<file path="src/rtl/mem_port_arbiter.sv">
// Shares one backing-memory port between icache refill and dcache refill/writeback.
// Define MEMARB_ROUNDROBIN_EN for round-robin IC/DC arbitration; default is DC priority.
module mem_port_arbiter #(
  parameter int ADDRBITS  = 32,
  parameter int DATABITS  = 32,
  parameter int MEM_RDLAT = 1
) (
  input  logic                clk,
  input  logic                reset_n,
  input  logic [ADDRBITS-1:0] ic_rdaddr,
  input  logic                ic_rdreq,
  output logic                ic_rd_ready,
  output logic [DATABITS-1:0] ic_out,
  output logic                ic_out_valid,
  input  logic [ADDRBITS-1:0] dc_rdaddr,
  input  logic                dc_rdreq,
  output logic                dc_rd_ready,
  output logic [DATABITS-1:0] dc_out,
  output logic                dc_out_valid,
  input  logic [ADDRBITS-1:0] dc_wraddr,
  input  logic                dc_wrreq,
  input  logic [DATABITS-1:0] dc_in,
  output logic                dc_wr_ready,
  output logic                dc_wr_done,
  output logic [ADDRBITS-1:0] mem_addr,
  output logic [DATABITS-1:0] mem_in,
  input  logic [DATABITS-1:0] mem_out,
  input  logic                mem_out_valid,
  output logic                mem_rdreq,
  output logic                mem_wrreq
);

  typedef enum logic [1:0] {
    IDLE,
    ISSUE,
    WAIT
  } state_t;

  localparam logic [3:0] LAT0 = 4'(MEM_RDLAT - 1);

  state_t     state;
  logic [3:0] cnt;
  logic       own_dc;
  logic       is_wr;

  logic go;
  logic dc_any;
  logic ic_pri;
  logic ic_win;
  logic dc_win;
  logic acc;

  assign go     = reset_n & (state == IDLE);
  assign dc_any = dc_wrreq | dc_rdreq;

`ifdef MEMARB_ROUNDROBIN_EN
  logic ic_turn;

  // IC wins the first conflict out of reset, then turns alternate.
  always_ff @(posedge clk or negedge reset_n) begin
    if (!reset_n) begin
      ic_turn <= 1'b1;
    end else if (acc) begin
      ic_turn <= ~ic_rd_ready;
    end
  end

  assign ic_pri = ic_turn;
`else
  assign ic_pri = 1'b0;
`endif

  assign ic_win      = ic_rdreq & (ic_pri | ~dc_any);
  assign dc_win      = dc_any & ~ic_win;
  assign ic_rd_ready = go & ic_win;
  assign dc_wr_ready = go & dc_win & dc_wrreq;
  assign dc_rd_ready = go & dc_win & ~dc_wrreq;
  assign acc         = ic_rd_ready | dc_wr_ready | dc_rd_ready;

  always_ff @(posedge clk or negedge reset_n) begin
    if (!reset_n) begin
      state        <= IDLE;
      cnt          <= '0;
      own_dc       <= 1'b0;
      is_wr        <= 1'b0;
      mem_addr     <= '0;
      mem_in       <= '0;
      mem_rdreq    <= 1'b0;
      mem_wrreq    <= 1'b0;
      dc_wr_done   <= 1'b0;
      ic_out       <= '0;
      ic_out_valid <= 1'b0;
      dc_out       <= '0;
      dc_out_valid <= 1'b0;
    end else begin
      mem_rdreq    <= 1'b0;
      mem_wrreq    <= 1'b0;
      dc_wr_done   <= 1'b0;
      ic_out_valid <= 1'b0;
      dc_out_valid <= 1'b0;
      unique case (state)
        IDLE: begin
          if (acc) begin
            state     <= ISSUE;
            own_dc    <= ~ic_rd_ready;
            is_wr     <= dc_wr_ready;
            mem_wrreq <= dc_wr_ready;
            mem_rdreq <= ~dc_wr_ready;
            unique case (1'b1)
              ic_rd_ready: mem_addr <= ic_rdaddr;
              dc_wr_ready: begin
                mem_addr <= dc_wraddr;
                mem_in   <= dc_in;
              end
              default: mem_addr <= dc_rdaddr;
            endcase
          end
        end
        ISSUE: begin
          if (is_wr) begin
            dc_wr_done <= 1'b1;
            state      <= IDLE;
          end else begin
            cnt   <= LAT0;
            state <= WAIT;
          end
        end
        WAIT: begin
          if (cnt != 4'd0) begin
            cnt <= cnt - 4'd1;
          end else if (mem_out_valid) begin
            if (own_dc) begin
              dc_out       <= mem_out;
              dc_out_valid <= 1'b1;
            end else begin
              ic_out       <= mem_out;
              ic_out_valid <= 1'b1;
            end
            state <= IDLE;
          end
        end
        default: state <= IDLE;
      endcase
    end
  end

endmodule

</file>
<file path="config.mk">
export PLATFORM = sky130hd
export DESIGN_NAME = mem_port_arbiter
export DESIGN_NICKNAME = d
export VERILOG_FILES = /design/src/rtl/mem_port_arbiter.sv
export SDC_FILE = /design/constraint.sdc
export NUM_CORES = 1
export LEC_CHECK = 0
export ABC_AREA = 1
export CAP_MARGIN = 20
export CORE_MARGIN = 10
export CORE_UTILIZATION = 60
export DETAILED_ROUTE_END_ITERATION = 10
export DONT_BUFFER_PORTS = 1
export PLACE_DENSITY = 0.76
export SYNTH_ARGS = -nofsm -noshare
export SYNTH_HDL_FRONTEND = slang
export SYNTH_SLANG_ARGS = --single-unit
</file>
<file path="constraint.sdc">
create_clock -name clk -period 1.9 [get_ports clk]
set_clock_uncertainty 0.15 [all_clocks]
set_input_delay 0.38 -clock clk [delete_from_list [all_inputs] [get_ports clk]]
set_output_delay 0.38 -clock clk [all_outputs]
set_load 0.005 [all_outputs]
</file>
==> run_results.csv <==
group,metric,value,unit
clock_network,ctsRootBufferMaster,"clkbuf_8",
sta,setup_viol,17,
synthesis,synthMuxAreaShare,0,%
sta,slew_viol_final,0,
setup_path,worstPathRequired,1370,ps
setup_path,slowest_stage,"dfrtp_1",
finish,n_fill_cell,518,
grt,antenna_found_initial,1,
finish,final_nets,1099,
pwr,powerDensity,1420,nW/um^2
grt,grtUsageTotal,30.9,%
die,start_util,61.4,%
setup_path,arrival,1450,ps
setup_path,worstPathMaxFanout,5,
sta,fin_crit_sh,104,%
placement,gp_congestion,0.851,
setup_path,worstReg2RegStart,"cnt[0]",
grt,grt_pass1_vias,6306,
clock_network,cts_tree,"done",
synthesis,synth.area.top_cells,"dfrtp_1 56%, nand2_1 10%, nor2_1 8.1%",
synthesis,ys_seq_area_share,55.7,%
synthesis,ys_warn_count,0,
clock_network,cts_htree_levels,4,
synthesis,synth_fp_nets,956,
run_status,violations,"negative hold slack, negative setup slack",
clock_network,insertion_delay,510,ps
clock_network,clock-sinks,141,
finish,multi_input_area,2220,sq um
setup_path,critPathTopFamily,"flip-flops",
setup_path,cpMostUsedCell,"nor2_4",
synthesis,synth_cells,789,
sta,hold_viol,141,
finish,register_area,3530,sq um
sta,layout_setup_ws,-79.9,ps
synthesis,yosys.area_share.simple,27.8,%
clock_network,cts_made_buffers,17,
synthesis,synth_compound_area_share,5.75,%
routing,ant_nets,0,
synthesis,synth_fa_ha_area_share,0.197,%
setup_path,critical_path.max_stage_delay,420,ps
sta,relSlewSlack,69.0,%
placement,hpwl,14.0,mm
sta,holdWs,-588,ps
finish,area_growth,39.3,%
clock_network,clock_path_buffers,2,
setup_path,startpoint_type,"flop",
min_path,hp-class,"input pin to async pin",
die,die_x,123,um
die,ios,302,
die,die_y,123,um
setup_path,end_kind,"output pin",
routing,drc,0,
grt,grt_max_degree,176,
routing,dr.pass1.iters,7,
finish,drive_above_1_share,9.31,%
setup_path,startpoint,"state[1]",
pwr,leakagePower,4.21,nW
synthesis,synth_top_family_by_area,"simple AND/OR/NAND/NOR gates",
sta,rsz0062_at_grt,"yes",
clock_network,hold_buffers,137,
run_status,status,"finished, violations left",
synthesis,synth_largest_area_cell,"dfrtp_1",
job,maxCapViolCount,0,
setup_path,critical_path_buf_inv_count,1,
placement,dp_slack,21.4,ps
routing,wl_per_cell,23.1,um
sta,tightest_slew,460,ps
grt,grt_pass1_wl,36.0,mm
grt,grt-ovfl-total,0,
synthesis,synth-xor-area-share,0.138,%
sta,min_period,1980,ps
setup_path,criticalPathCategory,"flop to output pin",
synthesis,syn_area_per_cell,8.03,sq um
die,rows,37,
routing,via_count,6351,
pwr,vdd_drop_max,0.709,mV
clock_network,cts.clk_slew.worst_paths,60,ps
sta,fin_setup_tns,-263,ps
routing,first_iter_violations,952,
synthesis,synth_cell_type_count,22,
sta,fmax,505,MHz
routing,drt-total-wl,25.0,mm
routing,viasPerCell,5.87,
placement,io_buffers,0,
die,fp.coreArea,10300,sq um
synthesis,synth_top_area_share,55.7,%
die,die_area,15100,sq um
setup_path,path_cells,"nor2_4, nand2_4, nor2_4, buf_12",
synthesis,syn-cell-area,6340,sq um
synthesis,ys_ff_latch,141,
==> final timing paths <==
check                                to  slack, ps  depth (start not counted)
setup reg to reg             dc_out[13]        -30                          9
hold / removal               ic_out[10]       -590                          0
setup / recovery            dc_wr_ready        -80                          4
max in group asynchronous  dc_out_valid       1920                          0
min in group clk            mem_addr[3]         40                          4
hold reg to reg              dc_wr_done        370                          2
==> repair_timing <==
action                                  in CTS  in global routing
hold endpoints to repair                   271                141
setup buffers                               11                  6
pin swaps                                    6                  6
cloned                                       4                  3
gates resized for setup                      8                 15
endpoints found under the setup margin       5                 89
==> logic make-up after synthesis <==
kind of cell | Yosys count
xor gates and xnor gates | 1
and+or+nand+nor | 417
AOI/OAI and AO/OA | 71
adders and majority gates | 1
buffers and inverters | 158
DFF | 141
==> registers in the layout, indices dropped and copies added (netlist names), 2 cells and up <==
name      cells
mem_addr     32
cnt           4
mem_in       32
dc_out       32
state         2
ic_out       32
==> layer usage <==
metal  share of wire, %  routed length (um)  track usage (%)
met3                 15                3670             14.0
met2                 52               12900             52.8
met4                3.1                 775             12.2
met1                 31                7670             32.8
met5                  0                   0                0
==> where the power goes <==
part	internal, W	leakage (nW)	switching, W
Sequential	0.00444	1.62	0.00151
Clock	0.00203	0.289	0.00134
Combinational	0.00137	2.31	0.00187
Total	0.00783	4.21	0.00472
==> layout make-up <==
class	count	area share [%]
Antenna cell	1	0.0284
Clock buffer	17	4.69
Clock inverter	15	2.14
Inverter	111	4.72
Multi-Input combinational cell	490	25.2
Sequential cell	141	40.0
Tap cell	136	1.93
Timing Repair Buffer	171	21.3
==> worst register-to-register path, cell delays in order, from the launching register on <==
cell	delay, ps
dfrtp_1	380
inv_2	100
ha_4	150
nand4_1	90
buf_4	160
nor3_4	180
buf_4	150
buf_12	140
nand2_1	80
o21ai_0	190
==> metrics by stage <==
step	cells	util (%)	hold slack (ps)	total power [W]	instance area, sq um
2_1_floorplan	789	-	-65.6	0.00722	6340
3_3_place_gp	889	62.4	-60.5	0.00811	6440
3_5_place_dp	889	62.4	-60.3	0.00832	6440
4_1_cts	1073	83.9	-617	0.0122	8660
5_1_grt	1082	85.5	-617	0.0132	8820
6_report	1082	85.5	-588	0.0125	8820
==> synthesized netlist by cell type (all sizes together) <==
library cell	number
xor2	1
ha	1
nand2	172
nand3	69
nand4	33
nor2	141
clkbuf	13
inv	111
dfrtp	141
o22ai	1
buf	34
o21ai	67
nor3	2
a21oi	3
==> layout by cell type (no fill, tap or decap) <==
cell type      synthesis  final
a21oi_1                1      1
a21oi_2                2      1
a21oi_4                0      1
buf_12                 0      7
buf_4                 10     16
buf_6                  0      4
bufbuf_16              0      4
bufinv_16              0      3
clkbuf_16              0     19
clkbuf_8               0      1
clkinv_2               0      2
clkinv_4               0      3
clkinvlp_4             0      3
dfrtp_1              141    140
dfrtp_2                0      1
diode_2                0      1
dlygate4sd3_1          0    137
ha_4                   0      1
inv_1                109    106
inv_2                  2      5
inv_6                  0      2
inv_8                  0      2
nand2_1              171    168
nand2_2                1      3
nand2_4                0      1
nand3_1               69     68
nand3_2                0      1
nand4_1               33     33
nor2_1               137    135
nor2_2                 3      2
nor2_4                 1      4
nor3_4                 0      2
o21ai_0               54     53
o21ai_1               13     14
o22ai_1                1      1
xor2_1                 1      1
Power figures use the tool's default switching activity.
